File: src/rtl/seq_pkg.sv
// Shared definitions for the serial 101-sequence path: serializer state
// encodings and default word width / idle line level.
package seq_pkg;

  // Serializer FSM encodings; code 2'b11 is unused and recovers to IDLE
  typedef enum logic [1:0] {
    ST_IDLE  = 2'b00,
    ST_SHIFT = 2'b01,
    ST_PAR   = 2'b10
  } seq_state_t;

  localparam int   SEQ_WIDTH      = 8;
  localparam logic SEQ_IDLE_LEVEL = 1'b0;

endpackage

File: src/rtl/seq_serializer.sv
// Parallel-to-serial feeder for the 101-sequence detectors. Words arrive on a
// valid/ready handshake and leave MSB-first on `w`, one bit per clk, with
// gapless back-to-back framing when the next word is offered on the last bit.
// Optional build macro SER_PARITY_EN appends an even-parity bit to each frame.
module seq_serializer
  import seq_pkg::*;
#(
  parameter int   WIDTH      = SEQ_WIDTH,
  parameter logic IDLE_LEVEL = SEQ_IDLE_LEVEL
) (
  input  logic             clk,
  input  logic             Reset,
  input  logic [WIDTH-1:0] din,
  input  logic             din_valid,
  output logic             din_ready,
  output logic             w,
  output logic             w_valid,
  output logic             last,
  output logic             busy
);

  localparam int CNT_W = (WIDTH > 2) ? $clog2(WIDTH) : 1;
  localparam logic [CNT_W-1:0] CNT_MAX = CNT_W'(WIDTH - 1);
`ifndef SER_PARITY_EN
  localparam logic [CNT_W-1:0] CNT_PENULT = CNT_W'(WIDTH - 2);
`endif

  seq_state_t       state_q, state_d;
  logic [WIDTH-1:0] shift_q, shift_d;
  logic [CNT_W-1:0] cnt_q, cnt_d;
  logic             w_d, w_valid_d, last_d;
  logic             take;
`ifdef SER_PARITY_EN
  logic             par_q, par_d;
`endif

  // The registered `last` marks the final bit of a frame, which is exactly
  // the cycle a follow-on word may be accepted for gapless chaining.
  assign din_ready = !Reset && ((state_q == ST_IDLE) || last);
  assign take      = din_valid && din_ready;
  assign busy      = (state_q != ST_IDLE);

  // Next-state and next-output logic; a transfer always overrides with a fresh load
  always_comb begin
    state_d   = state_q;
    shift_d   = shift_q;
    cnt_d     = cnt_q;
    w_d       = IDLE_LEVEL;
    w_valid_d = 1'b0;
    last_d    = 1'b0;
`ifdef SER_PARITY_EN
    par_d     = par_q;
`endif

    case (state_q)
      ST_IDLE: begin
        state_d = ST_IDLE;
      end
      ST_SHIFT: begin
        if (cnt_q != CNT_MAX) begin
          cnt_d     = cnt_q + CNT_W'(1);
          shift_d   = {shift_q[WIDTH-2:0], shift_q[WIDTH-1]};
          w_d       = shift_q[WIDTH-2];
          w_valid_d = 1'b1;
`ifndef SER_PARITY_EN
          last_d    = (cnt_q == CNT_PENULT);
`endif
        end else begin
`ifdef SER_PARITY_EN
          state_d   = ST_PAR;
          w_d       = par_q;
          w_valid_d = 1'b1;
          last_d    = 1'b1;
`else
          state_d   = ST_IDLE;
`endif
        end
      end
`ifdef SER_PARITY_EN
      ST_PAR: begin
        state_d = ST_IDLE;
      end
`endif
      default: begin
        state_d = ST_IDLE;
      end
    endcase

    if (take) begin
      state_d   = ST_SHIFT;
      shift_d   = din;
      cnt_d     = '0;
      w_d       = din[WIDTH-1];
      w_valid_d = 1'b1;
      last_d    = 1'b0;
`ifdef SER_PARITY_EN
      par_d     = ^din;
`endif
    end
  end

  // State, datapath and registered serial outputs; reset aborts any frame
  always_ff @(posedge clk) begin
    if (Reset) begin
      state_q <= ST_IDLE;
      shift_q <= '0;
      cnt_q   <= '0;
      w       <= IDLE_LEVEL;
      w_valid <= 1'b0;
      last    <= 1'b0;
`ifdef SER_PARITY_EN
      par_q   <= 1'b0;
`endif
    end else begin
      state_q <= state_d;
      shift_q <= shift_d;
      cnt_q   <= cnt_d;
      w       <= w_d;
      w_valid <= w_valid_d;
      last    <= last_d;
`ifdef SER_PARITY_EN
      par_q   <= par_d;
`endif
    end
  end

endmodule
File: config.mk
export PLATFORM = sky130hd
export DESIGN_NAME = seq_serializer
export DESIGN_NICKNAME = d
export VERILOG_FILES = /design/src/rtl/seq_pkg.sv /design/src/rtl/seq_serializer.sv
export SDC_FILE = /design/constraint.sdc
export NUM_CORES = 1
export LEC_CHECK = 0
export ABC_AREA = 0
export BUFFER_PORTS_ARGS = -buffer_cell sky130_fd_sc_hd__buf_2
export CORE_MARGIN = 4
export CORE_UTILIZATION = 53
export DETAILED_ROUTE_END_ITERATION = 6
export GPL_TIMING_DRIVEN = 0
export PLACE_DENSITY = 0.79
export SYNTH_ARGS = -nofsm -noshare
export SYNTH_HDL_FRONTEND = slang
export SYNTH_SLANG_ARGS = --single-unit
export TNS_END_PERCENT = 20
File: constraint.sdc
create_clock -name clk -period 2.8 [get_ports clk]
set_input_delay 0.7 -clock clk [delete_from_list [all_inputs] [get_ports clk]]
set_output_delay 0.7 -clock clk [all_outputs]
set_load 0.02 [all_outputs]
==> impl_summary.log, run 1 <==
[metrics] first-pass iteration count of the detailed router: 4
[metrics] core area: about 1200 um2
[metrics] Die Outline Area: between 1500 and 2000 um2
[metrics] Clock Sinks: 15
[metrics] final slew viol count: 0
[metrics] number of max-cap violations: 0
[metrics] transition time of the tightest slew-check pin: between 0.4 and 0.5 ns
[metrics] number of buffer cells added on primary ports: 15
[metrics] CP max stage cell: sky130_fd_sc_hd__clkbuf_1
[metrics] end of the worst register-to-register path: shift_q[6]$_SDFFE_PP0P_
[metrics] unrepaired setup endpoints after global routing: false
[metrics] Setup crit end: din_ready
[metrics] Die Y-Extent: 44 um
[metrics] residual DRC count: 0
[metrics] NetSw: approximately 0.00012 W
[metrics] proportion of total power due to net switching: 0.2797
[metrics] total of flip-flops plus latches after synthesis: 15
[metrics] number of H-tree branching levels: 1
[metrics] setup violation total in the final timing report: 0
[metrics] number of buffers added by the clock tree synthesis step: 3
[metrics] antenna violations before repair: 0
[metrics] Synthesis Warnings: 0
[metrics] wire length on met2: 634 um
[metrics] root buffer cell: sky130_fd_sc_hd__clkbuf_4
[metrics] WL final: about 1400 um
[metrics] Max-Slew Margin vs Limit: 0.7154
[metrics] I/O pins: 16
[metrics] initial detailed-routing violation count: 13
[metrics] vias: around 620
[metrics] worst hold path type: flop to flop
[metrics] clock tree from TritonCTS: done
[metrics] startpoint of the worst register-to-register path: cnt_q[0]$_SDFFE_PP0P_
[metrics] cts repair resizes: 0
[metrics] Mapped Avg Cell Area: 8.695 um2
[metrics] critical path class: primary input to output pin
[metrics] part of the power in registers: 0.547
[metrics] wire length on met1: about 680 um
[metrics] met3 routed WL: roughly 100 um
[metrics] maximum ir drop on the vdd rail: around 0.35 mV
[metrics] number of global-route vias before repair: just under 600
[metrics] HPWL reported at the end of detailed placement: 1006 um
[metrics] kind of launch point of the worst setup path: primary input
[metrics] CP Data Required Time: approximately 2.1 ns
[metrics] start point of the critical path: Reset
[metrics] count of hold buffers inserted by post-cts repair: 0
[metrics] worst-case clock buffer depth: 2
[metrics] P_leak: roughly 0.34 nW
[metrics] post-synth design cell area: 686.9 um2
[metrics] Filler cells: about 100
[metrics] overflow left after global routing: 0
[metrics] Syn-to-layout area delta: 17.49%
[metrics] worst endpoint data arrival time: between 1 and 1.5 ns
[metrics] per-cell routed wire length: approximately 13 um
[metrics] Clk Latency, worst-skew pair: 0.29 ns
[metrics] routability congestion estimate from global placement: approximately 0.8
[metrics] GRT Overall Usage: 0.1778
[metrics] clk slew on worst S/H paths: around 0.1 ns
[metrics] number of instances on the worst hold path: 2
[metrics] Fin Setup TNS: 0 ns
[metrics] slowest stage delay, CP: between 0.3 and 0.4 ns
[metrics] final hold violation count: 0
[metrics] maximum number of pins on one net before global-route repair: 11
[metrics] path length in cells of the critical path: 4
[metrics] Most common cell on crit path: sky130_fd_sc_hd__buf_2
[metrics] clock network power share: 0.297
[metrics] Max Freq: approximately 470 MHz
[metrics] critical path, cell by cell: buf_2 -> clkbuf_1 -> nor2_1 -> buf_2
[metrics] count of inserted antenna diode cells: 0
[metrics] biggest fanout along the worst timing path: 10
[metrics] Fin Clk Skew: 0.01213 ns
[metrics] proportion of layout cells with a drive suffix above 1: 0.2551
[metrics] Final Instance Area: between 800 and 900 um2
[metrics] Cells after Synth: 79
[metrics] number of antenna-violating nets in the routed design: 0
[metrics] Net Count, Synth: a little over 90
[metrics] sequential cell area fraction in the yosys report: 0.4372
[metrics] global-route wire length before repair: 2546 um
[metrics] highest metal layer with signal wires: met4
[metrics] leading cell types in the layout, fill and taps excluded: 18 x sky130_fd_sc_hd__nand2_1, 17 x sky130_fd_sc_hd__buf_2, 15 x sky130_fd_sc_hd__dfxtp_1
[metrics] power share of the combinational group: 0.156
[metrics] critical path's top delay family: buffers and inverters
[metrics] flop2flop setup slack: approximately 1.2 ns
[metrics] most frequent standard cell in the layout excluding fill and tap cells: sky130_fd_sc_hd__nand2_1
[metrics] internal cell power: ~0.00031 W
[metrics] number of distinct library cells after synthesis: 23
[metrics] number of cells on the worst reg-to-reg path: 6
[metrics] Bufs and invs on worst path: 3
[metrics] via density per instance: 5.518
[metrics] nets: approximately 110
[metrics] die span in x: 44 um
[metrics] Final period util: 0.7628
[metrics] fin crit period: 2.136 ns
[metrics] Worst Setup End Kind: output pin
[metrics] status: finished clean
[metrics] total power divided by cell area: 529.9 nW/um2
[metrics] starting utilization of the core area: 0.5942
[metrics] Std-Cell Rows: 12
[metrics] number of post-CTS setup repair buffers: 0
[metrics] Placed Instance Area: between 700 and 800 um2
-- Yosys cell counts (all sizes together) --
| library cell | count | area (um2) |
|---|---|---|
| buf | 4 | 28.78 |
| nor2b | 1 | 13.76 |
| o211ai | 1 | 7.510 |
| a211oi | 1 | 7.510 |
| a21oi | 4 | 20.02 |
| and2b | 1 | 7.510 |
| or2 | 1 | 6.260 |
| dfxtp | 15 | 300.3 |
| nor2 | 4 | 15.01 |
| inv | 2 | 7.510 |
| ha | 3 | 37.54 |
| xnor2 | 1 | 8.760 |
| nor3 | 8 | 40.04 |
| nand2b | 2 | 20.02 |
| nand2 | 18 | 67.56 |
| clkbuf | 2 | 7.510 |
| o21bai | 1 | 7.510 |
| or3b | 1 | 8.760 |
| nand3 | 1 | 5.000 |
| a311oi | 8 | 70.07 |
-- power by group through the flow --
stage / clock network (W) / registers, W / logic, W
global route: 0.000139 / 0.000236 / 0.0000749
CTS: 0.000131 / 0.000234 / 0.0000667
global placement: 0 / 0.000238 / 0.0000648
detailed placement: 0 / 0.000239 / 0.0000663
floorplan: 0 / 0.000241 / 0.0000424
finish: 0.000127 / 0.000234 / 0.0000665
-- cell families after synthesis --
kind of cell,after synthesis,share of synthesized area
AO/OA/AOI/OAI,15,0.1640
adder cells (fa/ha/maj),3,0.05465
AND/OR/NAND/NOR,37,0.2678
flip-flops,15,0.4372
XOR/XNOR,1,0.01275
buffers and inverters,8,0.06376
-- metal layers --
layer  vias to the layer above  GRT usage
li1                        314          -
met1                       284     0.2120
met2                        15     0.2849
met3                         5    0.07469
met4                         0    0.06024
met5                         -          0
-- state kept, by name, summed over array words and instances, names as in the netlist --
| register | flops |
|---|---|
| cnt_q | 3 |
| w_valid | 1 |
| last | 1 |
| w | 1 |
| shift_q | 8 |
| state_q | 1 |
-- layout make-up --
class,instances,area (um2),share of cell area
clock buffers,3,22.52,0.02791
plain buffers,6,36.28,0.04496
well taps,14,17.52,0.02171
flip-flops and latches,15,300.3,0.3721
clock inverters,1,5.005,0.006202
repair buffers,15,75.07,0.09302
multi-input cells,56,342.8,0.4248
inverters,2,7.507,0.009302
-- tightest hold or removal path, delay by kind of cell, from the launching register on --
family           cells  cell delay, ns
and+or+nand+nor      2            0.11
DFF                  1            0.34
-- stage by stage --
step / util / setup slack (ns) / total power, W / hold WS [ns] / instances
6_report: 0.6981 / 0.6641 / 0.0004276 / 0.4735 / 112
5_1_grt: 0.6981 / 0.6157 / 0.0004498 / 0.5117 / 112
4_1_cts: 0.6981 / 0.6776 / 0.0004313 / 0.4755 / 112
3_5_place_dp: 0.6742 / 0.6748 / 0.0003051 / 0.4619 / 108
3_3_place_gp: 0.6742 / 0.6607 / 0.0003032 / 0.4538 / 108
2_1_floorplan: - / 0.9131 / 0.0002831 / 0.4394 / 79
-- worst min path at each step --
stage	from	endpoint	slack [ns]
after floorplan	cnt_q[2]$_SDFFE_PP0P_	last$_SDFF_PP0_	0.44
after global placement	cnt_q[2]$_SDFFE_PP0P_	last$_SDFF_PP0_	0.45
after detailed placement	cnt_q[2]$_SDFFE_PP0P_	last$_SDFF_PP0_	0.46
after CTS	cnt_q[2]$_SDFFE_PP0P_	last$_SDFF_PP0_	0.48
after global routing	cnt_q[2]$_SDFFE_PP0P_	last$_SDFF_PP0_	0.51
final	cnt_q[2]$_SDFFE_PP0P_	last$_SDFF_PP0_	0.47
Note: power is estimated with default switching activity, not from simulation.
==> inputs of run 2 (changes only) <==
--- a/config.mk
+++ b/config.mk
@@ -8,10 +8,10 @@
 export ABC_AREA = 0
 export BUFFER_PORTS_ARGS = -buffer_cell sky130_fd_sc_hd__buf_2
 export CORE_MARGIN = 4
-export CORE_UTILIZATION = 53
+export CORE_UTILIZATION = 45
 export DETAILED_ROUTE_END_ITERATION = 6
 export GPL_TIMING_DRIVEN = 0
-export PLACE_DENSITY = 0.79
+export PLACE_DENSITY = 0.71
 export SYNTH_ARGS = -nofsm -noshare
 export SYNTH_HDL_FRONTEND = slang
 export SYNTH_SLANG_ARGS = --single-unit
==> constraint.sdc (replaced) <==
create_clock -name clk -period 1.9 [get_ports clk]
set_input_delay 0.475 -clock clk [delete_from_list [all_inputs] [get_ports clk]]
set_output_delay 0.475 -clock clk [all_outputs]
set_load 0.02 [all_outputs]
==> impl_summary.log, run 2 (synthesized netlist as in run 1, its figures left out) <==
[metrics] overflow left after global routing: 0 (unchanged)
[metrics] core area: 1366 um2 (was 1156 um2)
[metrics] via density per instance: 5.593 (was 5.518)
[metrics] worst hold path type: primary input to flop (was flop to flop)
[metrics] cts repair resizes: 0 (unchanged)
[metrics] number of instances on the worst hold path: 2 (unchanged)
[metrics] number of max-cap violations: 0 (unchanged)
[metrics] register with the highest flop count: shift_q (unchanged)
[metrics] CP max stage cell: sky130_fd_sc_hd__dfxtp_1 (was sky130_fd_sc_hd__clkbuf_1)
[metrics] number of H-tree branching levels: 1 (unchanged)
[metrics] clock network power share: 0.293 (was 0.297)
[metrics] transition time of the tightest slew-check pin: 0.4384 ns (was 0.4270 ns)
[metrics] HPWL reported at the end of detailed placement: 1028 um (was 1006 um)
[metrics] Die Y-Extent: 47.07 um (was 44 um)
[metrics] worst endpoint data arrival time: 1.29 ns (was 1.44 ns)
[metrics] number of buffers added by the clock tree synthesis step: 3 (unchanged)
[metrics] first-pass iteration count of the detailed router: 4 (unchanged)
[metrics] clock tree from TritonCTS: done (unchanged)
[metrics] nets: 113 (unchanged)
[metrics] CP Data Required Time: 1.42 ns (was 2.10 ns)
[metrics] Max Freq: between 500 and 600 MHz
[metrics] proportion of total power due to net switching: 0.2779 (was 0.2797)
[metrics] critical path class: flop to output pin (was primary input to output pin)
[metrics] GRT Overall Usage: 0.1676 (was 0.1778)
[metrics] hold path start: Reset (was cnt_q[2]$_SDFFE_PP0P_)
[metrics] utilization of the core after routing: 0.5934 (was 0.6981)
[metrics] maximum ir drop on the vdd rail: 0.5025 mV (was 0.3494 mV)
[metrics] root buffer cell: sky130_fd_sc_hd__clkbuf_4 (unchanged)
[metrics] slowest stage delay, CP: 0.38 ns (was 0.36 ns)
[metrics] proportion of layout cells with a drive suffix above 1: 0.2551 (unchanged)
[metrics] Final period util: 0.9291
[metrics] antenna violations before repair: 0 (unchanged)
[metrics] die span in x: 47.07 um (was 44 um)
[metrics] end of the worst register-to-register path: shift_q[3]$_SDFFE_PP0P_ (was shift_q[6]$_SDFFE_PP0P_)
[metrics] global-route wire length before repair: 2553 um (was 2546 um)
[metrics] vias: 632 (was 618)
[metrics] Clock Sinks: 15 (unchanged)
[metrics] power share of the combinational group: 0.159 (was 0.156)
[metrics] hold path endpoint: shift_q[2]$_SDFFE_PP0P_ (was last$_SDFF_PP0_)
[metrics] initial detailed-routing violation count: 15 (was 13)
[metrics] number of antenna-violating nets in the routed design: 0 (unchanged)
[metrics] final hold violation count: 0 (unchanged)
[metrics] Fin Clk Skew: 0.001502 ns (was 0.01213 ns)
[metrics] unrepaired setup endpoints after global routing: false (unchanged)
[metrics] total power divided by cell area: 776.1 nW/um2 (was 529.9 nW/um2)
[metrics] Syn-to-layout area delta: 18.03% (was 17.49%)
[metrics] count of hold buffers inserted by post-cts repair: 0 (unchanged)
[metrics] Post-Layout Cell Count: 113 (was 112)
[metrics] most frequent standard cell in the layout excluding fill and tap cells: sky130_fd_sc_hd__nand2_1 (unchanged)
[metrics] I/O pins: 16 (unchanged)
[metrics] flop2flop setup slack: 0.19 ns (was 1.15 ns)
[metrics] start point of the critical path: state_q[0]$_SDFFE_PP0P_ (was Reset)
[metrics] number of post-CTS setup repair buffers: 0 (unchanged)
[metrics] part of the power in registers: 0.548 (was 0.547)
[metrics] Die Outline Area: 2216 um2 (was 1936 um2)
[metrics] NetSw: 0.0001749 W (was 0.0001196 W)
[metrics] per-cell routed wire length: 13.37 um (was 12.87 um)
[metrics] WL final: 1511 um (was 1441 um)
[metrics] kind of launch point of the worst setup path: flop (was primary input)
[metrics] internal cell power: 0.0004544 W (was 0.0003080 W)
[metrics] Std-Cell Rows: 13 (was 12)
[metrics] final slew viol count: 0 (unchanged)
[metrics] critical path, cell by cell: nor2b_4 -> clkbuf_4 -> nor2_1 -> buf_2 (was buf_2 -> clkbuf_1 -> nor2_1 -> buf_2)
[metrics] starting utilization of the core area: 0.5027 (was 0.5942)
[metrics] overall power: 0.0006293 W (was 0.0004276 W)
[metrics] flip-flop count of the largest register after layout: 8 (unchanged)
[metrics] number of cells on the worst reg-to-reg path: 6 (unchanged)
[metrics] Placed Cells incl. Taps: 109 (was 108)
[metrics] clk slew on worst S/H paths: 0.09 ns (was 0.10 ns)
[metrics] routability congestion estimate from global placement: 0.7860 (was 0.7998)
[metrics] Clk Latency, worst-skew pair: 0.28 ns (was 0.29 ns)
[metrics] startpoint of the worst register-to-register path: cnt_q[0]$_SDFFE_PP0P_ (unchanged)
[metrics] Top Registers: shift_q: 8 flops, cnt_q: 3 flops (unchanged)
[metrics] number of global-route vias before repair: 608 (was 593)
[metrics] status: finished clean (unchanged)
[metrics] fin crit period: between 1.5 and 2 ns
[metrics] worst-case clock buffer depth: 2 (unchanged)
[metrics] count of inserted antenna diode cells: 0 (unchanged)
[metrics] Fin Setup TNS: 0 ns (unchanged)
[metrics] P_leak: 0.3379 nW (was 0.3381 nW)
[metrics] residual DRC count: 0 (unchanged)
[metrics] setup violation total in the final timing report: 0 (unchanged)
[metrics] Worst Setup End Kind: output pin (unchanged)
[metrics] maximum number of pins on one net before global-route repair: 11 (unchanged)
[metrics] number of buffer cells added on primary ports: 15 (unchanged)
[metrics] Max-Slew Margin vs Limit: 0.7077 (was 0.7154)
[metrics] biggest fanout along the worst timing path: 10 (unchanged)
[metrics] leading cell types in the layout, fill and taps excluded: 18 x sky130_fd_sc_hd__nand2_1, 16 x sky130_fd_sc_hd__buf_2, 15 x sky130_fd_sc_hd__dfxtp_1 (was 18 x sky130_fd_sc_hd__nand2_1, 17 x sky130_fd_sc_hd__buf_2, 15 x sky130_fd_sc_hd__dfxtp_1)
## run 2: changes by cell type in the layout (fill, tap and decap cells not counted)
cell,before,now
sky130_fd_sc_hd__buf_2,17,16
sky130_fd_sc_hd__clkbuf_4,3,4
## run 2: worst max path at each step
stage	to	slack (ns)	cells past startpoint
2_1_floorplan	din_ready	0.44	3
3_3_place_gp	din_ready	0.21	4
3_5_place_dp	din_ready	0.21	4
4_1_cts	din_ready	0.1	4
5_1_grt	shift_q[7]$_SDFFE_PP0P_	0.01	6
6_report	din_ready	0.13	4
## run 2: cell type report
cell class	count	area, um2
Fill cell	137	555.5
Multi-Input combinational cell	56	342.8
Sequential cell	15	300.3
Timing Repair Buffer	15	75.07
Buffer	6	38.79
Clock buffer	3	22.52
Tap cell	15	18.77
Inverter	2	7.507
Clock inverter	1	5.005
## run 2: metrics by stage
| step | instance area (um2) | hold WS, ns | setup slack, ns |
|---|---|---|---|
| 6_report | 810.8 | 0.4107 | 0.1346 |
| 5_1_grt | 810.8 | 0.4145 | 0.01204 |
| 3_3_place_gp | 780.7 | 0.4529 | 0.2125 |
| 4_1_cts | 808.3 | 0.3951 | 0.09842 |
| 2_1_floorplan | 686.9 | 0.4394 | 0.4380 |
| 3_5_place_dp | 780.7 | 0.4611 | 0.2053 |
## run 2: critical path, delay by kind of cell, from the launching register on
kind / cells / cell delay, ns
buffers and inverters: 2 / 0.38
AND/OR/NAND/NOR: 2 / 0.24
flip-flops: 1 / 0.38
## run 2: per-layer routing
layer | GRT usage | wire length (um) | up-vias
met5 | 0 | 0 | -
met4 | 0.06630 | 21 | 0
met2 | 0.2683 | 695 | 25
met3 | 0.06897 | 131 | 5
li1 | - | - | 315
met1 | 0.1991 | 664 | 287
## run 2: power by group through the flow
stage                     registers (W)  logic (W)  clock network, W
after floorplan                0.000355  0.0000625                 0
after global placement         0.000352  0.0000959                 0
after detailed placement       0.000352  0.0000974                 0
after CTS                      0.000345  0.0000989          0.000195
after global routing           0.000348   0.000112          0.000210
final                          0.000345   0.000100          0.000184
==> inputs of run 3 (changes only) <==
--- a/config.mk
+++ b/config.mk
@@ -12,6 +12,8 @@
 export DETAILED_ROUTE_END_ITERATION = 6
 export GPL_TIMING_DRIVEN = 0
 export PLACE_DENSITY = 0.71
+export REMOVE_ABC_BUFFERS = 1
+export SLEW_MARGIN = 10
 export SYNTH_ARGS = -nofsm -noshare
 export SYNTH_HDL_FRONTEND = slang
 export SYNTH_SLANG_ARGS = --single-unit
==> impl_summary.log, run 3 (synthesized netlist as in run 1, its figures left out) <==
[metrics] Fin Clk Skew: 0.01050 ns (was 0.001502 ns)
[metrics] transition time of the tightest slew-check pin: 0.4549 ns (was 0.4384 ns)
[metrics] flop2flop setup slack: 0.23 ns (was 0.19 ns)
[metrics] number of buffers added by the clock tree synthesis step: 3 (unchanged)
[metrics] clock tree from TritonCTS: done (unchanged)
[metrics] Filler cells: 127 (was 137)
[metrics] end of the worst register-to-register path: shift_q[7]$_SDFFE_PP0P_ (was shift_q[3]$_SDFFE_PP0P_)
[metrics] Final period util: 0.8892 (was 0.9291)
[metrics] Max-Slew Margin vs Limit: 0.6968 (was 0.7077)
[metrics] worst endpoint data arrival time: 1.21 ns (was 1.29 ns)
[metrics] routability congestion estimate from global placement: 0.7073 (was 0.7860)
[metrics] number of cells on the worst reg-to-reg path: 5 (was 6)
[metrics] number of instances on the worst hold path: 2 (unchanged)
[metrics] Top Registers: shift_q: 8 flops, cnt_q: 3 flops (unchanged)
[metrics] number of post-CTS setup repair buffers: 0 (unchanged)
[metrics] per-cell routed wire length: 12.57 um (was 13.37 um)
[metrics] total power divided by cell area: 796.7 nW/um2 (was 776.1 nW/um2)
[metrics] Hold Slack: 0.4687 ns (was 0.4107 ns)
[metrics] root buffer cell: sky130_fd_sc_hd__clkbuf_4 (unchanged)
[metrics] HPWL reported at the end of detailed placement: 902.1 um (was 1028 um)
[metrics] Worst Setup End Kind: output pin (unchanged)
[metrics] vias: 590 (was 632)
[metrics] slowest stage delay, CP: 0.37 ns (was 0.38 ns)
[metrics] fin crit period: 1.690 ns (was 1.765 ns)
[metrics] setup violation total in the final timing report: 0 (unchanged)
[metrics] start point of the critical path: state_q[0]$_SDFFE_PP0P_ (unchanged)
[metrics] critical path, cell by cell: nor2b_4 -> nor2_1 -> buf_2 (was nor2b_4 -> clkbuf_4 -> nor2_1 -> buf_2)
[metrics] Placed Instance Area: 744.5 um2 (was 780.7 um2)
[metrics] Clk Latency, worst-skew pair: 0.29 ns (was 0.28 ns)
[metrics] number of max-cap violations: 0 (unchanged)
[metrics] initial detailed-routing violation count: 16 (was 15)
[metrics] biggest fanout along the worst timing path: 13 (was 10)
[metrics] Syn-to-layout area delta: 12.39% (was 18.03%)
[metrics] overflow left after global routing: 0 (unchanged)
[metrics] Bufs and invs on worst path: 1 (was 2)
[metrics] flip-flop count of the largest register after layout: 8 (unchanged)
[metrics] clk slew on worst S/H paths: 0.09 ns (about the same)
[metrics] final slew viol count: 0 (unchanged)
[metrics] critical path's top delay family: simple AND/OR/NAND/NOR gates (was flip-flops)
[metrics] startpoint of the worst register-to-register path: cnt_q[0]$_SDFFE_PP0P_ (unchanged)
[metrics] CP Data Required Time: 1.42 ns (about the same)
[metrics] Std-Cell Rows: 13 (unchanged)
[metrics] worst-case clock buffer depth: 2 (unchanged)
[metrics] Placed Cells incl. Taps: 103 (was 109)
[metrics] critical path class: flop to output pin (unchanged)
[metrics] leading cell types in the layout, fill and taps excluded: 18 x sky130_fd_sc_hd__nand2_1, 15 x sky130_fd_sc_hd__dfxtp_1, 15 x sky130_fd_sc_hd__buf_2 (was 18 x sky130_fd_sc_hd__nand2_1, 16 x sky130_fd_sc_hd__buf_2, 15 x sky130_fd_sc_hd__dfxtp_1)
[metrics] I/O pins: 16 (unchanged)
[metrics] Clock Sinks: 15 (unchanged)
[metrics] maximum number of pins on one net before global-route repair: 15 (was 11)
[metrics] core area: 1366 um2 (unchanged)
[metrics] CP max stage cell: sky130_fd_sc_hd__dfxtp_1 (unchanged)
[metrics] Die Y-Extent: 47.07 um (unchanged)
[metrics] cts repair resizes: 0 (unchanged)
[metrics] most frequent standard cell in the layout excluding fill and tap cells: sky130_fd_sc_hd__nand2_1 (unchanged)
[metrics] path length in cells of the critical path: 3 (was 4)
[metrics] nets: 107 (was 113)
[metrics] first-pass iteration count of the detailed router: 4 (unchanged)
[metrics] antenna violations before repair: 0 (unchanged)
[metrics] number of buffer cells added on primary ports: 15 (unchanged)
[metrics] via density per instance: 5.514 (was 5.593)
[metrics] starting utilization of the core area: 0.5027 (unchanged)
[metrics] Die Outline Area: 2216 um2 (unchanged)
[metrics] maximum ir drop on the vdd rail: 0.6188 mV (was 0.5025 mV)
[metrics] overall power: 0.0006151 W (was 0.0006293 W)
[metrics] Setup crit end: din_ready (unchanged)
[metrics] number of global-route vias before repair: 538 (was 608)
[metrics] Fin Setup TNS: 0 ns (unchanged)
[metrics] worst hold path type: flop to flop (was primary input to flop)
[metrics] status: finished clean (unchanged)
[metrics] count of hold buffers inserted by post-cts repair: 0 (unchanged)
[metrics] proportion of layout cells with a drive suffix above 1: 0.2283 (was 0.2551)
[metrics] number of H-tree branching levels: 1 (unchanged)
[metrics] Max Freq: 591.9 MHz (was 566.5 MHz)
[metrics] P_leak: 0.3166 nW (was 0.3379 nW)
[metrics] number of antenna-violating nets in the routed design: 0 (unchanged)
[metrics] Post-Layout Cell Count: 107 (was 113)
[metrics] final hold violation count: 0 (unchanged)
[metrics] count of inserted antenna diode cells: 0 (unchanged)
[metrics] register with the highest flop count: shift_q (unchanged)
[metrics] Final Instance Area: 772.0 um2 (was 810.8 um2)
[metrics] GRT Overall Usage: 0.1465 (was 0.1676)
[metrics] WL final: 1345 um (was 1511 um)
[metrics] die span in x: 47.07 um (unchanged)
[metrics] unrepaired setup endpoints after global routing: false (unchanged)
[metrics] kind of launch point of the worst setup path: flop (unchanged)
[metrics] global-route wire length before repair: 2242 um (was 2553 um)
[metrics] residual DRC count: 0 (unchanged)
[run 3: changes by cell type in the layout (fill, tap and decap cells not counted), sizes merged]
cell,delta
buf,-3
clkbuf,-3
[run 3: metrics by stage]
step	worst slack, ns	utilization
floorplan	0.4312	-
global placement	0.2410	0.5449
detailed placement	0.2314	0.5449
CTS	0.1942	0.5650
global route	0.07664	0.5650
finish	0.2105	0.5650
[run 3: power breakdown]
group	internal (W)	switching [W]	leakage, nW	total, W
sequential	0.000334	0.0000100	0.123	0.000344
clock	0.0000782	0.000104	0.0177	0.000182
combinational	0.0000347	0.0000546	0.176	0.0000893
[run 3: worst min-delay path by stage]
stage | startpoint | slack, ns | end
floorplan | cnt_q[2]$_SDFFE_PP0P_ | 0.44 | last$_SDFF_PP0_
global placement | cnt_q[2]$_SDFFE_PP0P_ | 0.46 | last$_SDFF_PP0_
detailed placement | cnt_q[2]$_SDFFE_PP0P_ | 0.46 | last$_SDFF_PP0_
CTS | cnt_q[2]$_SDFFE_PP0P_ | 0.48 | last$_SDFF_PP0_
global route | cnt_q[2]$_SDFFE_PP0P_ | 0.51 | last$_SDFF_PP0_
finish | cnt_q[2]$_SDFFE_PP0P_ | 0.47 | last$_SDFF_PP0_
[run 3: cell type report]
class,count,area [um2],share of cell area
Tap cell,15,18.77,0.02431
Sequential cell,15,300.3,0.3890
Multi-Input combinational cell,56,342.8,0.4441
Inverter,2,7.507,0.009724
Clock inverter,1,5.005,0.006483
Timing Repair Buffer,15,75.07,0.09724
Clock buffer,3,22.52,0.02917
[run 3: metal layers]
metal,track usage,up-vias,routed length [um],part of all wire
li1,-,302,-,-
met1,0.1759,268,657,0.49
met2,0.2385,18,575,0.43
met4,0.03315,0,12,0.0089
met5,0,-,0,0
met3,0.06897,2,100,0.074
[run 3: worst min-delay path, stage by stage (launching register included)]
cell                      delay, ns
sky130_fd_sc_hd__dfxtp_1       0.34
sky130_fd_sc_hd__nand3_1       0.06
sky130_fd_sc_hd__nor2_1        0.04
